===== config.mk =====
export PLATFORM = sky130hd
export DESIGN_NAME = tt_um_processor
export DESIGN_NICKNAME = d
export VERILOG_FILES = /design/src/rtl/tt_um_processor_pkg.sv /design/src/rtl/tt_um_processor_alu.sv /design/src/rtl/tt_um_processor.sv
export SDC_FILE = /design/constraint.sdc
export NUM_CORES = 1
export LEC_CHECK = 0
export BUFFER_PORTS_ARGS = -buffer_cell sky130_fd_sc_hd__buf_2
export CORE_MARGIN = 3
export CORE_UTILIZATION = 40
export DETAILED_ROUTE_END_ITERATION = 10
export MAX_ROUTING_LAYER = met4
export PLACE_DENSITY_LB_ADDON = 0.25
export REMOVE_ABC_BUFFERS = 1
export SYNTH_ARGS = -nofsm -noshare
export SYNTH_HDL_FRONTEND = slang
export SYNTH_HIERARCHICAL = 1
export SYNTH_SLANG_ARGS = --single-unit

===== constraint.sdc =====
create_clock -name clk -period 3.25 [get_ports clk]
set_input_delay 0.65 -clock clk [delete_from_list [all_inputs] [get_ports clk]]
set_output_delay 0.65 -clock clk [all_outputs]
set_load 0.01 [all_outputs]

===== src/rtl/tt_um_processor_pkg.sv =====
// rtl/tt_um_processor_pkg.sv - opcode, flag and width definitions for the accumulator processor
package tt_um_processor_pkg;

   localparam int ACC_W = 8;
   localparam int OPD_W = 4;

   // Index of each flag within the 4-bit flag nibble (C is the MSB on the pins).
   localparam int FLAG_C = 3;
   localparam int FLAG_Z = 2;
   localparam int FLAG_N = 1;
   localparam int FLAG_V = 0;

   typedef enum logic [3:0] {
      OP_ADD  = 4'h0,
      OP_SUB  = 4'h1,
      OP_AND  = 4'h2,
      OP_OR   = 4'h3,
      OP_XOR  = 4'h4,
      OP_NOTA = 4'h5,
      OP_SHL  = 4'h6,
      OP_SHR  = 4'h7,
      OP_MUL  = 4'h8,
      OP_INC  = 4'h9,
      OP_DEC  = 4'hA,
      OP_ACSB = 4'hB,
      OP_CMP  = 4'hC,
      OP_LDA  = 4'hD,
      OP_ACAD = 4'hE,
      OP_NOP  = 4'hF
   } opcode_e;

endpackage


===== src/rtl/tt_um_processor_alu.sv =====
// rtl/tt_um_processor_alu.sv - combinational opcode decode and datapath
import tt_um_processor_pkg::*;

module processor_alu (
   input  logic [3:0]       opcode,
   input  logic [OPD_W-1:0] a,
   input  logic [OPD_W-1:0] b,
   input  logic [ACC_W-1:0] acc,
   output logic [ACC_W-1:0] result,
   output logic [3:0]       flags,
   output logic             write_en
);

   logic [ACC_W-1:0] a8;
   logic [ACC_W-1:0] b8;
   logic [4:0]       sum5;
   logic [4:0]       diff5;
   logic [8:0]       acc_sum9;
   logic             c;
   logic             v;

   always_comb begin
      a8       = {4'h0, a};
      b8       = {4'h0, b};
      sum5     = {1'b0, a} + {1'b0, b};
      diff5    = {1'b0, a} - {1'b0, b};
      acc_sum9 = {1'b0, acc} + {1'b0, b8};
      result   = acc;
      c        = 1'b0;
      v        = 1'b0;
      write_en = 1'b1;
      case (opcode_e'(opcode))
         OP_ADD: begin
            result = {3'b000, sum5};
            c      = sum5[4];
            v      = (a[3] == b[3]) && (sum5[3] != a[3]);
         end
         OP_SUB: begin
            result = a8 - b8;
            c      = (a < b);
            v      = (a[3] != b[3]) && (diff5[3] != a[3]);
         end
         OP_AND:  result = a8 & b8;
         OP_OR:   result = a8 | b8;
         OP_XOR:  result = a8 ^ b8;
         OP_NOTA: result = {4'h0, ~a};
         OP_SHL:  result = a8 << b[1:0];
         OP_SHR:  result = a8 >> b[1:0];
         OP_MUL:  result = a8 * b8;
         OP_INC:  result = a8 + 8'd1;
         OP_DEC: begin
            result = a8 - 8'd1;
            c      = (a == 4'h0);
         end
         OP_ACSB: begin
            result = acc - b8;
            c      = (acc < b8);
         end
         OP_CMP: begin
            result = acc;
            c      = (a < b);
         end
         OP_LDA:  result = a8;
         OP_ACAD: begin
            result = acc_sum9[7:0];
            c      = acc_sum9[8];
         end
         default: write_en = 1'b0;
      endcase
      flags         = 4'h0;
      flags[FLAG_C] = c;
      // CMP leaves ACC alone, so its Z reports operand equality instead.
      flags[FLAG_Z] = (opcode_e'(opcode) == OP_CMP) ? (a == b) : (result == 8'h00);
      flags[FLAG_N] = result[7];
      flags[FLAG_V] = v;
   end

endmodule


===== src/rtl/tt_um_processor.sv =====
// rtl/tt_um_processor.sv - TinyTapeout top: accumulator/flag registers and pin mapping
import tt_um_processor_pkg::*;

module tt_um_processor (
   input  logic       clk,
   input  logic       rst_n,
   input  logic       ena,
   input  logic [7:0] ui_in,
   input  logic [7:0] uio_in,
   output logic [7:0] uo_out,
   output logic [7:0] uio_out,
   output logic [7:0] uio_oe
);

   logic [ACC_W-1:0] acc_q;
   logic [ACC_W-1:0] acc_d;
   logic [3:0]       flags_q;
   logic [3:0]       flags_d;
   logic [ACC_W-1:0] alu_result;
   logic [3:0]       alu_flags;
   logic             alu_we;
   logic             unused_uio_hi;

   assign unused_uio_hi = &{1'b0, uio_in[7:4]};

   processor_alu u_alu (
      .opcode   (ui_in[7:4]),
      .a        (ui_in[3:0]),
      .b        (uio_in[3:0]),
      .acc      (acc_q),
      .result   (alu_result),
      .flags    (alu_flags),
      .write_en (alu_we)
   );

   always_comb begin
      acc_d   = acc_q;
      flags_d = flags_q;
      if (ena && alu_we) begin
         acc_d   = alu_result;
         flags_d = alu_flags;
      end
   end

   always_ff @(posedge clk or negedge rst_n) begin
      if (!rst_n) begin
         acc_q   <= '0;
         flags_q <= '0;
      end else begin
         acc_q   <= acc_d;
         flags_q <= flags_d;
      end
   end

   assign uo_out  = acc_q;
   assign uio_out = {flags_q, 4'h0};
   assign uio_oe  = 8'hF0;

endmodule


# --- Word level (Yosys, flattened, before mapping) ---
# Cells that the tools add are included.
classes:
  shifts: 2
  n_addsub: 7
  mux: 5
  n_lt_le_gt_ge: 2
  eq_ne: 19
  bitwise_logic: 4
  reduce_logical: 8
  div: 0
  multipliers: 1
ops:
  columns: ["operator", "count"]
  rows:
  - ["case mux 8 bit (14 select lines)", 1]
  - ["equality test 4 bit, second input constant", 7]
  - ["equality test 4 x 3 -> 1 bit, second input constant", 4]
  - ["OR reduction 15 bit", 1]
  - ["adder 8 x 4 -> 9 bit", 1]
  - ["equality test 4 x 2 -> 1 bit, second input constant", 2]
  - ["zero test 4 bit", 2]
  - ["zero test 8 bit", 1]
  - ["< comparator 8 x 4 -> 1 bit", 1]
  - ["multiplier 4 x 4 -> 8 bit", 1]
  - ["left shift 4 x 2 -> 8 bit", 1]
  - ["right shift 4 x 2 -> 8 bit", 1]
  - ["subtractor 8 x 4 -> 8 bit", 1]
  - ["adder 4 x 1 -> 5 bit, second input constant", 1]
  - ["adder 4 x 4 -> 5 bit", 1]
  - ["case mux 1 bit (5 select lines)", 1]
  - ["subtractor 4 x 1 -> 5 bit, second input constant", 1]
  - ["subtractor 4 x 4 -> 5 bit", 1]
  - ["AND 4 bit", 1]
  - ["equality test 4 x 1 -> 1 bit, second input constant", 1]
  - ["equality test 4 bit", 1]
  - ["< comparator 4 bit", 1]
  - ["inverter 4 bit", 1]
  - ["bitwise OR 4 bit", 1]
  - ["other kinds (8)", 13]
totals:
  n_memories: 0
  elab_cells: 50
  latch_bits: 0
  ramBits: 0
  romBits: 0
  regBits: 12
  in_bits: 19

# --- Depth between registers and ports, before layout ---
logic_depth:
  depth_word: 4
  mapped_depth: 15

# --- Hierarchy ---
# Netlist, hierarchy kept.
by_module_without_submodules:
  columns: ["module", "area_per_inst_um2", "cells_each", "seq_area_each_um2", "instances"]
  rows:
  - ["processor_alu", 2469.9, 337, 0.0, 1]
  - ["tt_um_processor", 588.1, 40, 300.3, 1]

# --- Worst setup path after synthesis ---
# OpenSTA, ideal clock, no wires.
synth_timing:
  path_kind: "in2reg"
  start: "in ui_in[2]"
  end: "reg flags_q[2]"
  setup_slack_ns: -1.049
  path_stages: 15
  t_required_ns: 3.186
  arrival_time_ns: 4.235
  cell_sequence: "clkbuf_1 > nand2_1 > fa_1 > inv_1 > fa_1 > inv_1 > fa_1 > nor2_1 > a32oi_1 > a32o_1 > o2111ai_1 > o31a_1 > or4_1 > o31ai_2 > mux2_4"
synth_via:
  elab_chain_cells: 4
  elab_cells_between_ends: 15
  classes_between: "add/sub (4); mul (1); eq/ne (1); shift (2); mux (2); bitwise (4); reduce/logical (1)"
synth_rtl:
  columns: ["element", "line", "source"]
  rows:
  - ["from (decl)", "tt_um_processor.sv:8", "input logic [7:0] ui_in,"]
  - ["multiplier 4 x 4 -> 8 bit, or another cell as far along", "tt_um_processor_alu.sv:49", "OP_MUL: result = a8 * b8;"]
  - ["case mux 8 bit (14 select lines) (*)", "tt_um_processor_alu.sv:32", "case (opcode_e'(opcode))"]
  - ["via alu_result[3]", "tt_um_processor.sv:19", "logic [ACC_W-1:0] alu_result;"]
  - ["zero test 8 bit (*)", "tt_um_processor_alu.sv:73", "flags[FLAG_Z] = (opcode_e'(opcode) == OP_CMP) ? (a == b) : (result == 8'h00);"]
  - ["2-to-1 mux 1 bit (*)", "tt_um_processor_alu.sv:73", null]
  - ["via alu_flags[2]", "tt_um_processor.sv:20", "logic [3:0] alu_flags;"]
  - ["to (signal assigned)", "tt_um_processor.sv:51", "flags_q <= flags_d;"]
  - ["to (decl)", "tt_um_processor.sv:17", "logic [3:0] flags_q;"]
# The timed path passes the listed nets; every way through them passes the cells marked *.
# A chain may end at the register's enable or synchronous reset.

# --- Worst setup path after layout ---
layout_timing:
  start: "in ui_in[1]"
  end: "reg flags_q[2]"
# Same word-level chain as after synthesis.

==> flow_summary_export.csv <==
group,metric,value,unit
clock_network,cts_buffer_depth,2,
global_routing,grt_max_degree,19,
clock_network,clk_latency,0.25,ns
clock_network,clk_pin_slew,0.06,ns
logic_synthesis,syn_area_per_cell,8.111,µm²
global_routing,grt_pass1_wl,16910,µm
setup_path,cp_max_fo,3,
pwr,power.leakage,0.001859,µW
clock_network,ctsHoldBuffers,0,
clock_network,cts_sinks,12,
logic_synthesis,yosysTopAreaCellShare,14.73,%
final_layout,nets,526,
setup_path,critPathCaptureType,"register",
timing,setup_violations,6,
global_routing,use_met1,33.04,%
route,num_vias,3327,
final_layout,syn2layout_area_growth,29.26,%
global_routing,gr-total-overflow,0,
global_routing,grt_pass1_vias,3243,
route,drt-total-wl,10420,µm
timing,rsz0062_at_grt,"true",
logic_synthesis,ys_ff_latch,12,
setup_path,ff2ff_setup_slack,-0.01,ns
setup_path,path_cells,"buf_8, nand2_4, fa_1, inv_1, fa_1, inv_2, fa_1, nor2_1, a32oi_1, a32o_2, o2111ai_2, o31a_1, or4_4, o31ai_2, mux2_4",
logic_synthesis,synth_most_common_cell,"ha_1",
global_routing,grt_use_total,24.99,%
setup_path,reg2reg_depth,11,
global_routing,antenna_found_initial,0,
die,die_w,93.44,µm
pwr,p_per_area,375.8,nW/µm²
logic_synthesis,synth_cell_types,78,
setup_path,max_stage_delay,0.54,ns
logic_synthesis,synth_area_leaders,"ha_1 (15%), dfrtp_1 (9.8%), fa_1 (5.2%)",
global_routing,top_usage_layer,"met2",
die,pin_count,43,
global_routing,grt_util_met2,41.16,%
logic_synthesis,async_reset_ff_share,100.0,%
place,dp_hpwl,8379,µm
setup_path,arrival,4.12,ns
setup_path,r2r_start,"uo_out[0]",
logic_synthesis,syn_area,3058,µm²
setup_path,startpoint_type,"primary input",
logic_synthesis,yosys.area.top_type,"ha_1",
timing,final_hold_viol_count,0,
logic_synthesis,yosysSeqAreaShare,9.820,%
final_layout,n_fill_cell,719,
status,violations,"negative setup slack",
clock_network,numCtsBuffers,3,
timing,fin_skew,0.007345,ns
setup_path,required,3.43,ns
logic_synthesis,yosysWarnings,6,
setup_path,r2r_end,"flags_q[2]",
timing,slew-limit-headroom,66.14,%
timing,clock.fmax,254.3,MHz
pwr,peakVddDrop,0.1799,mV
place,dp_slack,-1.073,ns
timing,worst_slack,-0.6829,ns
worst_hold_path,hold_path.class,"primary input to async pin",
place,portBuffers,26,
route,wl_per_cell,18.58,µm
route,vias_per_cell,5.930,
die,die_h,93.44,µm
timing,worstMarginPinSlew,0.5040,ns
route,ant_nets,0,
place,globalplace.congestion,0.9847,
setup_path,slowest_stage,"fa_1",
flow_run,max_cap_viol_count,0,
status,status,"finished, violations left",
timing,fin_crit,3.933,ns
logic_synthesis,ys_top_cells_by_count,"ha_1 (36), nor2_1 (29), inv_1 (22), nand2_1 (21), buf_4 (19)",
setup_path,cpLargestDelayFamily,"adder cells",
setup_path,critical_path.most_common_cell,"fa_1",
final_layout,post-route-util,53.92,%
setup_path,cp_num_buf_inv,3,
route,first_iter_violations,300,
clock_network,htree_levels,1,
die,initial_core_util,41.71,%
route,dr.pass1.iters,6,
logic_synthesis,synth_edf_count,0,
final_layout,diodes,0,
die,core_area,7331,µm²
setup_path,worstSetupPathType,"primary input to register",
final_layout,drive_above_1_share,35.71,%
setup_path,crit_path_start,"ui_in[1]",
die,rows,31,
route,drc,0,
clock_network,cts_tree,"yes",
logic_synthesis,ys.flop_type,"dfrtp_1",
global_routing,grtUsageMet3,1.850,%
die,die_area,8730,µm²
timing,slew_viol_final,0,
clock_network,cts_root_buffer,"clkbuf_8",
logic_synthesis,synth_cells,377,
timing,fin_crit_sh,121.0,%
[kinds of logic after synthesis]
kind of cell,count (synthesis),share of synthesized area (%)
buffers and inverters,64,11.42
adder cells (fa/ha/maj),44,19.97
flip-flops,12,9.820
multiplexers,18,8.019
other,2,0.2456
AND/OR/NAND/NOR,135,24.88
AO/OA/AOI/OAI,95,23.65
XOR/XNOR,7,2.005
[registers in the layout, summed over array words and instances (netlist names)]
register and count:
flags_q 4, uo_out 8
[cells in the final DEF, fill, tap and decap left out, drive strengths merged, types with 9 or more instances in the layout]
master,Yosys,layout
conb,2,12
mux2,12,12
dfrtp,12,12
nand2,23,23
a31oi,9,9
o21ai,12,12
a21oi,12,12
inv,25,25
nor2,29,29
nor3,12,12
buf,29,110
nor4,9,9
ha,36,36
[cell type report]
cell class	count	area (µm²)	share of cell area [%]
clock buffer	4	55.05	1.393
inverter	25	93.84	2.374
multi-input combinational	311	2575	65.15
sequential	12	300.3	7.597
tap	99	123.9	3.134
timing repair buffer	110	804.5	20.35
[metrics by stage]
stage	cell area (µm²)	instances	power, µW	hold WS [ns]	setup TNS (ns)
3_3_place_gp	3715	554	1222	0.4826	-4.640
6_report	3953	561	1485	0.2819	-1.812
3_5_place_dp	3715	554	1233	0.4888	-4.836
5_1_grt	3953	561	1597	0.2946	-2.480
4_1_cts	3916	561	1453	0.2902	-1.609
2_1_floorplan	2840	348	783.7	0.3544	-2.086
[worst max path at each step]
stage	endpoint	slack [ns]	cells past startpoint
after floorplan	flags_q[2]	-0.77	14
final	flags_q[2]	-0.68	15
after detailed placement	flags_q[2]	-1.07	15
after CTS	flags_q[2]	-0.70	15
after global routing	flags_q[2]	-0.79	15
after global placement	flags_q[2]	-1.01	15
[power by group]
part | internal (µW) | switching, µW | total, µW
combinational | 538 | 499 | 1040
sequential | 197 | 79.8 | 277
clock | 107 | 64.4 | 172
total | 842 | 643 | 1490
[per-layer routing]
layer | share of wire [%] | vias to the layer above | routed length, µm
met4 | 2.8 | 0 | 289
met5 | 0 | - | 0
li1 | - | 1549 | -
met3 | 6.8 | 30 | 711
met2 | 48 | 154 | 5016
met1 | 42 | 1594 | 4404
[timing repair]
action | in CTS | in global routing
buffers inserted | 3 | 1
endpoints found under the setup margin | 7 | 8
pin swaps | 20 | 15
resized for setup | 27 | 10
Note: power is estimated with default switching activity, not from simulation.
